$ cat src/rtl/spi_device_ctrl_ml.sv
// Multi-lane SPI device command sequencer: decodes commands, sequences address/dummy/data
// phases for the shift front-end and drives word transfers to the on-chip bus bridge.
module spi_device_ctrl_ml #(
    parameter int unsigned ADDR_WIDTH    = 32,
    parameter int unsigned DATA_WIDTH    = 32,
    parameter int unsigned DEFAULT_DUMMY = 32,
    parameter int unsigned WRAP_WIDTH    = 16
) (
    input  logic                  sclk,
    input  logic                  sys_rstn,
    input  logic                  cs,
    output logic [1:0]            lane_mode,
    output logic                  pad_dir,
    output logic [7:0]            rx_counter,
    output logic                  rx_counter_upd,
    input  logic [DATA_WIDTH-1:0] rx_data,
    input  logic                  rx_data_valid,
    output logic [7:0]            tx_counter,
    output logic                  tx_counter_upd,
    output logic [DATA_WIDTH-1:0] tx_data,
    output logic                  tx_data_valid,
    input  logic                  tx_done,
    output logic                  ctrl_rd_wr,
    output logic [ADDR_WIDTH-1:0] ctrl_addr,
    output logic                  ctrl_addr_valid,
    output logic [DATA_WIDTH-1:0] ctrl_data_rx,
    output logic                  ctrl_data_rx_valid,
    input  logic                  ctrl_data_rx_ready,
    input  logic [DATA_WIDTH-1:0] ctrl_data_tx,
    input  logic                  ctrl_data_tx_valid,
    output logic                  ctrl_data_tx_ready,
    output logic [7:0]            dummy_cycles,
    output logic [WRAP_WIDTH-1:0] wrap_length,
    output logic                  err_overflow,
    output logic                  err_underflow,
    output logic                  err_cmd
);

    typedef enum logic [2:0] {
        StCmd, StAddr, StDummy, StDataRx, StDataTx, StRegRx, StRegTx, StError
    } state_e;

    localparam logic [ADDR_WIDTH-1:0] AddrStep = ADDR_WIDTH'(DATA_WIDTH / 8);

    function automatic logic [7:0] phase_cnt(input int unsigned bits, input logic [1:0] mode);
        int unsigned per_lane;
        case (mode)
            2'b01:   per_lane = bits >> 1;
            2'b10:   per_lane = bits >> 2;
            default: per_lane = bits;
        endcase
        return 8'(per_lane - 1);
    endfunction

    state_e                state_q, state_d;
    logic [1:0]            lane_q, lane_d, reg_idx_q, reg_idx_d;
    logic [7:0]            dummy_q, dummy_d, wrap_lo_q, wrap_lo_d, wrap_hi_q, wrap_hi_d;
    logic                  ovf_q, ovf_d, unf_q, unf_d, cmd_err_q, cmd_err_d;
    logic                  rd_q, rd_d, bus_load_q, bus_load_d, tx_valid_q, tx_valid_d;
    logic [ADDR_WIDTH-1:0] base_q, base_d, addr_q, addr_d;
    logic [WRAP_WIDTH-1:0] word_q, word_d, word_nxt;
    logic [7:0]            tx_cnt_q, tx_cnt_d, cmd, reg_rd_val;
    logic [DATA_WIDTH-1:0] tx_data_q, tx_data_d;
    logic [15:0]           wrap_full;
    logic                  rx_fire, addr_pulse, wr_pulse, read_req;

    assign cmd       = rx_data[7:0];
    assign wrap_full = {wrap_hi_q, wrap_lo_q};
    assign word_nxt  = word_q + 1'b1;
    assign rx_fire   = rx_data_valid && !cs &&
                       (state_q inside {StCmd, StAddr, StDummy, StDataRx, StRegRx});

    always_comb begin
        case (cmd[1:0])
            2'd0:    reg_rd_val = {ovf_q, unf_q, cmd_err_q, 3'b000, lane_q};
            2'd1:    reg_rd_val = dummy_q;
            2'd2:    reg_rd_val = wrap_lo_q;
            default: reg_rd_val = wrap_hi_q;
        endcase
    end

    always_comb begin
        state_d    = state_q;
        lane_d     = lane_q;
        reg_idx_d  = reg_idx_q;
        dummy_d    = dummy_q;
        wrap_lo_d  = wrap_lo_q;
        wrap_hi_d  = wrap_hi_q;
        ovf_d      = ovf_q;
        unf_d      = unf_q;
        cmd_err_d  = cmd_err_q;
        rd_d       = rd_q;
        base_d     = base_q;
        addr_d     = addr_q;
        word_d     = word_q;
        tx_cnt_d   = tx_cnt_q;
        tx_data_d  = tx_data_q;
        bus_load_d = 1'b0;
        tx_valid_d = 1'b0;
        addr_pulse = 1'b0;
        wr_pulse   = 1'b0;
        read_req   = 1'b0;

        // Freeze whatever the load cycle presented so tx_data holds it while shifting.
        if (bus_load_q) begin
            tx_data_d = tx_data;
            if (!ctrl_data_tx_valid) unf_d = 1'b1;
        end

        if (cs) begin
            state_d = StCmd;
            word_d  = '0;
        end else begin
            case (state_q)
                StCmd: if (rx_data_valid) begin
                    if (cmd == 8'h02 || cmd == 8'h0B) begin
                        state_d = StAddr;
                        rd_d    = (cmd == 8'h0B);
                    end else if (cmd[7:2] == 6'b000100) begin
                        state_d   = StRegRx;
                        reg_idx_d = cmd[1:0];
                    end else if (cmd[7:2] == 6'b001000) begin
                        state_d    = StRegTx;
                        tx_data_d  = DATA_WIDTH'(reg_rd_val);
                        tx_valid_d = 1'b1;
                        tx_cnt_d   = phase_cnt(32'd8, lane_q);
                        if (cmd[1:0] == 2'd0) begin
                            ovf_d     = 1'b0;
                            unf_d     = 1'b0;
                            cmd_err_d = 1'b0;
                        end
                    end else begin
                        state_d   = StError;
                        cmd_err_d = 1'b1;
                    end
                end
                StAddr: if (rx_data_valid) begin
                    base_d  = rx_data[ADDR_WIDTH-1:0];
                    addr_d  = rx_data[ADDR_WIDTH-1:0];
                    word_d  = '0;
                    state_d = rd_q ? StDummy : StDataRx;
                end
                StDummy: if (rx_data_valid) begin
                    state_d  = StDataTx;
                    read_req = 1'b1;
                end
                StDataRx: if (rx_data_valid) begin
                    if (ctrl_data_rx_ready) begin
                        addr_pulse = 1'b1;
                        wr_pulse   = 1'b1;
                    end else begin
                        ovf_d = 1'b1;
                    end
                    if (wrap_length != '0 && word_nxt == wrap_length) begin
                        word_d = '0;
                        addr_d = base_q;
                    end else begin
                        word_d = word_nxt;
                        addr_d = addr_q + AddrStep;
                    end
                end
                StDataTx: if (tx_done) read_req = 1'b1;
                StRegRx: if (rx_data_valid) begin
                    case (reg_idx_q)
                        2'd0:    lane_d    = cmd[1:0];
                        2'd1:    dummy_d   = cmd;
                        2'd2:    wrap_lo_d = cmd;
                        default: wrap_hi_d = cmd;
                    endcase
                    state_d = StCmd;
                end
                StRegTx: if (tx_done) state_d = StCmd;
                default: ;
            endcase
        end

        if (read_req) begin
            addr_pulse = 1'b1;
            bus_load_d = 1'b1;
            tx_valid_d = 1'b1;
            tx_cnt_d   = phase_cnt(DATA_WIDTH, lane_q);
            if (wrap_length != '0 && word_nxt == wrap_length) begin
                word_d = '0;
                addr_d = base_q;
            end else begin
                word_d = word_nxt;
                addr_d = addr_q + AddrStep;
            end
        end
        if (state_d == StCmd) rd_d = 1'b0;
    end

    // The counter for the phase being entered; lane_d lets a lane write apply on return to CMD.
    always_comb begin
        case (state_d)
            StAddr:   rx_counter = phase_cnt(ADDR_WIDTH, lane_d);
            StDummy:  rx_counter = dummy_q - 8'd1;
            StDataRx: rx_counter = phase_cnt(DATA_WIDTH, lane_d);
            default:  rx_counter = phase_cnt(32'd8, lane_d);
        endcase
        rx_counter_upd = rx_fire && !(state_d inside {StDataTx, StRegTx, StError});
    end

    always_ff @(posedge sclk or negedge sys_rstn) begin
        if (!sys_rstn) begin
            state_q    <= StCmd;
            lane_q     <= 2'b00;
            reg_idx_q  <= 2'b00;
            dummy_q    <= 8'(DEFAULT_DUMMY);
            wrap_lo_q  <= 8'h00;
            wrap_hi_q  <= 8'h00;
            ovf_q      <= 1'b0;
            unf_q      <= 1'b0;
            cmd_err_q  <= 1'b0;
            rd_q       <= 1'b0;
            bus_load_q <= 1'b0;
            tx_valid_q <= 1'b0;
            base_q     <= '0;
            addr_q     <= '0;
            word_q     <= '0;
            tx_cnt_q   <= 8'h00;
            tx_data_q  <= '0;
        end else begin
            state_q    <= state_d;
            lane_q     <= lane_d;
            reg_idx_q  <= reg_idx_d;
            dummy_q    <= dummy_d;
            wrap_lo_q  <= wrap_lo_d;
            wrap_hi_q  <= wrap_hi_d;
            ovf_q      <= ovf_d;
            unf_q      <= unf_d;
            cmd_err_q  <= cmd_err_d;
            rd_q       <= rd_d;
            bus_load_q <= bus_load_d;
            tx_valid_q <= tx_valid_d;
            base_q     <= base_d;
            addr_q     <= addr_d;
            word_q     <= word_d;
            tx_cnt_q   <= tx_cnt_d;
            tx_data_q  <= tx_data_d;
        end
    end

    assign lane_mode          = lane_q;
    assign pad_dir            = (state_q == StDataTx) || (state_q == StRegTx);
    assign tx_counter         = tx_cnt_q;
    assign tx_counter_upd     = tx_valid_q;
    assign tx_data_valid      = tx_valid_q;
    assign tx_data            = bus_load_q ? (ctrl_data_tx_valid ? ctrl_data_tx : '1) : tx_data_q;
    assign ctrl_rd_wr         = rd_q;
    assign ctrl_addr          = addr_q;
    assign ctrl_addr_valid    = addr_pulse;
    assign ctrl_data_rx       = rx_data;
    assign ctrl_data_rx_valid = wr_pulse;
    assign ctrl_data_tx_ready = bus_load_q && ctrl_data_tx_valid;
    assign dummy_cycles       = dummy_q;
    assign wrap_length        = wrap_full[WRAP_WIDTH-1:0];
    assign err_overflow       = ovf_q;
    assign err_underflow      = unf_q;
    assign err_cmd            = cmd_err_q;

endmodule
$ cat config.mk
export PLATFORM = sky130hd
export DESIGN_NAME = spi_device_ctrl_ml
export DESIGN_NICKNAME = d
export VERILOG_FILES = /design/src/rtl/spi_device_ctrl_ml.sv
export SDC_FILE = /design/constraint.sdc
export NUM_CORES = 1
export LEC_CHECK = 0
export BUFFER_PORTS_ARGS = -buffer_cell sky130_fd_sc_hd__buf_2
export CELL_PAD_IN_SITES_DETAIL_PLACEMENT = 0
export CELL_PAD_IN_SITES_GLOBAL_PLACEMENT = 1
export CORE_MARGIN = 8
export CORE_UTILIZATION = 45
export DETAILED_ROUTE_END_ITERATION = 10
export PLACE_DENSITY = 0.91
export SLEW_MARGIN = 20
export SYNTH_ARGS = -nofsm -noshare
export SYNTH_HDL_FRONTEND = slang
export SYNTH_SLANG_ARGS = --single-unit
$ cat constraint.sdc
create_clock -name sclk -period 9.5 [get_ports sclk]
set_clock_uncertainty 0.05 [all_clocks]
set_input_delay 0.475 -clock sclk [delete_from_list [all_inputs] [get_ports sclk]]
set_output_delay 0.475 -clock sclk [all_outputs]
set_load 0.01 [all_outputs]
After elaboration in Yosys (flattened, before gate mapping)

Index checks and enable logic that the tools add are counted.

Register bits after elaboration: 157
Input bits: 71
Logic and storage cells: 207

Reduce and logical (&&, ||, !) cells: 38
Bitwise logic cells: 4
Add/sub/neg operators: 8
Muxes and demuxes: 99
Equal/unequal tests: 41

Operators with widths:

| cell                  | number |
|---|---|
| $mux 32               | 14 |
| $mux 8                | 17 |
| $mux 16               | 5 |
| $pmux 32 s2           | 1 |
| $pmux 8 s3            | 2 |
| $sub 8x1->8 const B   | 6 |
| $mux 1                | 40 |
| $add 32x3->32 const B | 1 |
| $pmux 16 s2           | 1 |
| $pmux 6 s2            | 2 |
| $mux 3                | 7 |
| $reduce_and 4->1      | 5 |
| $eq 3x3->1 const B    | 6 |
| $add 16x1->16 const B | 1 |
| $eq 16x16->1          | 1 |
| $pmux 4 s2            | 2 |
| $reduce_bool 16->1    | 1 |
| $pmux 3 s5            | 1 |
| $ne 2x2->1 const B    | 7 |
| $reduce_bool 2->1     | 7 |
| $eq 3x2->1 const B    | 4 |
| $reduce_and 6->1      | 2 |
| $mux 2                | 5 |
| $ne 2x1->1 const B    | 5 |
| other kinds (23)      | 47 |

Logic depth before layout (Yosys ltp)

Depth after elaboration: 16
Gate-level depth with buffers: 14
Gate-level depth less buffers: 13

Least setup slack after synthesis

OpenSTA, ideal clock, no wires.

Path type: in2out
Start point: in cs
End point: out rx_counter[4]
Arrival: 3.031 ns
Stages: 14
Buffers on the path: 3
Path slack: 5.944 ns
Cell sequence: buf_4 -> nor2b_1 -> clkbuf_1 -> and3_1 -> nor3b_1 -> mux2i_1 -> inv_1 -> ha_1 -> buf_12 -> inv_1 -> a211oi_2 -> and4bb_1 -> nand2_1 -> xor2_1

Word-level cells in the longest chain between the ends: 6
Elaborated cells between the ends (all ways): 16
Those cells by class: 3 x add/sub; 5 x eq/ne; 8 x mux

Ends and longest elaborated chain:

| element                                         | RTL line | RTL |
|---|---|---|
| start: declaration                              | 11       | `input logic cs,` |
| $mux 2 *                                        | 110      | `if (cs) begin` |
| named net lane_d[1]                             | 56       | `logic [1:0] lane_q, lane_d, reg_idx_q, reg_idx_d;` |
| $eq 2x2->1 / $eq 2x1->1 (equally long branches) | 47       | `case (mode)` |
| $pmux 4 s2 / $pmux 6 s2 (equally long branches) | 47       |  |
| $mux 8                                          | 195      | `case (state_d)` |
| $sub 8x1->8                                     | 52       | `return 8'(per_lane - 1);` |
| $pmux 8 s3 *                                    | 195      |  |
| end: declaration                                | 14       | `output logic [7:0] rx_counter,` |

Mark *: on every way through the listed nets, which the timed path passes. The rest lies on a longest branch. The select of a mux whose other input is x is not followed.

Worst setup path after layout

Start point: reg state_q[0]
End point: out rx_counter[6]

Word-level cells in the longest chain between the ends: 8
Elaborated cells between the ends (all ways): 28
Those cells by class: 3 x add/sub; 9 x eq/ne; 15 x mux; 1 x reduce/logical

Ends and longest elaborated chain:

| element                                         | RTL line | RTL |
|---|---|---|
| start: declaration                              | 55       | `state_e state_q, state_d;` |
| start signal: assignment                        | 206      | `state_q <= StCmd;` |
| start signal: assignment                        | 224      | `state_q <= state_d;` |
| $eq 3x3->1                                      | 114      | `case (state_q)` |
| $mux 2                                          | 114      |  |
| $mux 2                                          | 110      |  |
| $eq 2x2->1 / $eq 2x1->1 (equally long branches) | 47       |  |
| $pmux 4 s2 / $pmux 6 s2 (equally long branches) | 47       |  |
| $mux 8                                          | 195      |  |
| $sub 8x1->8                                     | 52       |  |
| $pmux 8 s3 *                                    | 195      |  |

Every way passes the cells marked *; elsewhere a longest branch is shown, timed or not. The select of a mux whose other input is x is not followed.

==> impl_results.md <==
* Die height at 161 µm
* Grt ovf at 0
* MaxCap Viol Count at 0
* Skew-Pair Late Insertion Delay at 430 ps
* Number of setup buffers added after CTS at 0
* Required time of the critical path at 8980 ps
* Die outline width at 161 µm
* Leak at 0.00502 µW
* Hold Fails Final Rpt at 0
* Worst setup SP type: register
* Final core occ at 53.2%
* Initial antenna violation count at 2
* Crit path buf inv count at 2
* Critical Path Most Common Cell: ha_1
* 1st-iter DRT viols at 634
* Crit-path max cell delay at 750 ps
* WP data arrival at 3990 ps
* Count leader, synth: dfrtp_1
* Post_cts resized at 0
* DR vias/cell at 5.78
* Reg2reg path depth at 9
* Final GP Congestion at 0.892
* Main flop type after synthesis: dfrtp_1
* Largest net degree at the start of global routing at 84
* Fmax at 221 MHz
* Netlist cell types at 89
* RSZ-0062 raised after global routing: false
* Power per cell area at 286 nW/µm²
* Cells along the critical path: inv_1 -> ha_1 -> nor2b_2 -> and2_2 -> a222oi_1 -> o211ai_1 -> and2_1 -> mux2i_1 -> ha_1 -> o21a_1 -> a31o_1 -> nand2_1 -> buf_2
* Post-synthesis compound-gate area fraction at 15.7%
* Post-DP HPWL at 19,900 µm
* WL final at 28,000 µm
* CTS tree: built
* First-pass GRT wire length at 44,300 µm
* Largest family of logic cells by synthesized area: simple AND/OR/NAND/NOR gates
* Max Slew Vio Count at 0
* Number of remaining DRC errors at 0
* Nets at 1,195
* CTS Buffer Depth at 2
* Clock sinks at 157
* Syn Inst Count at 954
* Core Region at 20,800 µm²
* Max transition margin at 30.6%
* Setup crit end kind: primary output
* Drt first pass iters at 4
* Setup TNS at 0 ps
* Post-synth top area share at 41.2%
* Total GRT Usage at 21.1%
* Worst setup path class: reg2out
* Clk root buf: clkbuf_16
* Maximum vdd drop at 0.000150 V
* Status: finished, final reports clean
* CTS buffer count at 17
* Max FO, Critical Path at 7
* H-tree depth at 4
* Syn_nets at 1,037
* Port Buffers at 219
* HP Class: in2async
* Register area share after synthesis at 41.5%
* Vias at 8,099
* Post-synthesis average cell area at 9.93 µm²
* Synth Area in Simple Gates at 18.0%
* Async S/R FF share, synth at 100%
* Synth Cell Area at 9470 µm²
* IO Pins at 220
* Die area at 26,000 µm²
* Clock slew at the register clock pins of the worst setup and hold paths at 60 ps
* Row Count at 53
* Post-synth EDFFs at 0
* Synth Area in Adders at 1.58%
* Yosys warning total at 0
* Period utilization at 47.6%
* Setup violators final at 0
* Vias in the first global route at 8,093
* Largest cells by area after synthesis: dfrtp_1 (41%), mux2_2 (7.4%), nand2_1 (3.2%)
* Mux contribution to synthesized area at 11.4%
* Ratio of cells with drive above 1 in the final layout at 31.4%
* Synth cell count leaders: dfrtp_1 (156), nand2_1 (80), mux2_2 (62)
* Wire length per cell at 20.0 µm
* Cell accounting for the most synthesized area: dfrtp_1
* Cell depth of the worst setup path at 13
* Post-Synth XOR/XNOR Area at 5.28%
* Layout area overhead at 16.8%
* Seq cells post-synth at 157
* Post-CTS Hold Buffers at 0
* Crit-path leading delay family: compound AO/OA/AOI/OAI gates
* ANT nets after route at 0
* Initial core utilization at 45.5%
* Crit path time final at 4520 ps
* Worst slew pin tran at 1040 ps
* Critical path's slowest cell: a222oi_1
==> report_power, final <==
part / leakage [µW] / internal [µW] / total [µW] / switching (µW)
clock: 0.000286 / 401 / 700 / 300
sequential: 0.00193 / 896 / 1090 / 196
combinational: 0.00280 / 617 / 1380 / 758
==> metrics by stage <==
| step | cell area [µm²] | hold WS (ps) | std cells | worst slack [ps] | total power, µW |
|---|---|---|---|---|---|
| floorplan | 9470 | 129 | 954 | 5940 | 2020 |
| global placement | 10500 | 402 | 1368 | 5540 | 2450 |
| detailed placement | 10500 | 412 | 1368 | 5480 | 2470 |
| CTS | 11100 | 65.4 | 1400 | 5080 | 3180 |
| global route | 11100 | 89.9 | 1401 | 4790 | 3380 |
| finish | 11100 | 36.9 | 1401 | 4980 | 3170 |
==> state kept, by name, summed over array words and instances, names as in the netlist, 2 cells and up <==
signal,count
dummy_cycles,8
wrap_lo_q,8
wrap_hi_q,8
reg_idx_q,2
lane_mode,2
tx_counter,8
ctrl_addr,32
tx_data_q,32
state_q,3
word_q,16
base_q,32
==> area by class of cell <==
cell class / count / area, µm²
Antenna cell: 1 / 2.50
Clock buffer: 19 / 443
Clock inverter: 13 / 154
Fill cell: 1885 / 9750
Inverter: 28 / 105
Multi-Input combinational cell: 682 / 4930
Sequential cell: 157 / 3930
Tap cell: 275 / 344
Timing Repair Buffer: 226 / 1150
==> cells by family after synthesis <==
group | count (synthesis)
AO/OA/AOI/OAI | 208
multiplexers | 94
buffers and inverters | 115
XOR/XNOR | 54
flip-flops | 157
AND/OR/NAND/NOR | 314
adder cells (fa/ha/maj) | 12
==> routing by layer <==
metal / global-route usage [%] / wire [µm]
met2: 32.9 / 12500
met1: 27.7 / 12600
met3: 6.34 / 2320
met5: 0 / 10
met4: 6.57 / 533
==> path summary, 6_finish.rpt <==
| kind | from | to | slack (ps) |
|---|---|---|---|
| hold / removal | sys_rstn | tx_data_q[11] | 40 |
| setup / recovery | state_q[0] | rx_counter[6] | 4980 |
| max in group asynchronous | sys_rstn | base_q[5] | 7890 |
| hold reg to reg | tx_counter[6] | tx_counter[6] | 430 |
| setup reg to reg | word_q[3] | word_q[0] | 5590 |
| min in group sclk | rx_data[19] | base_q[19] | 240 |
==> layout by cell type (no fill, tap or decap), types with 17 or more instances in the layout <==
master / netlist / final
buf_2: 7 / 218
dfrtp_1: 156 / 156
nand2_1: 80 / 80
mux2_2: 62 / 62
and3_1: 42 / 42
nor2_1: 40 / 38
xnor2_1: 34 / 34
a21oi_1: 34 / 34
o22a_1: 33 / 33
o21ai_0: 32 / 32
and2_1: 32 / 32
inv_1: 27 / 27
mux2i_1: 25 / 25
nand3_1: 23 / 23
nor3_1: 19 / 19
xor2_1: 18 / 18
clkbuf_16: 0 / 17
==> worst reg2reg max path, delay by kind of cell (launching register included) <==
| kind | cells | cell delay [ps] |
|---|---|---|
| AOI/OAI and AO/OA | 3 | 670 |
| DFF | 1 | 500 |
| buffers and inverters | 1 | 470 |
| and+or+nand+nor | 5 | 2080 |
(Power assumes the default switching activity.)
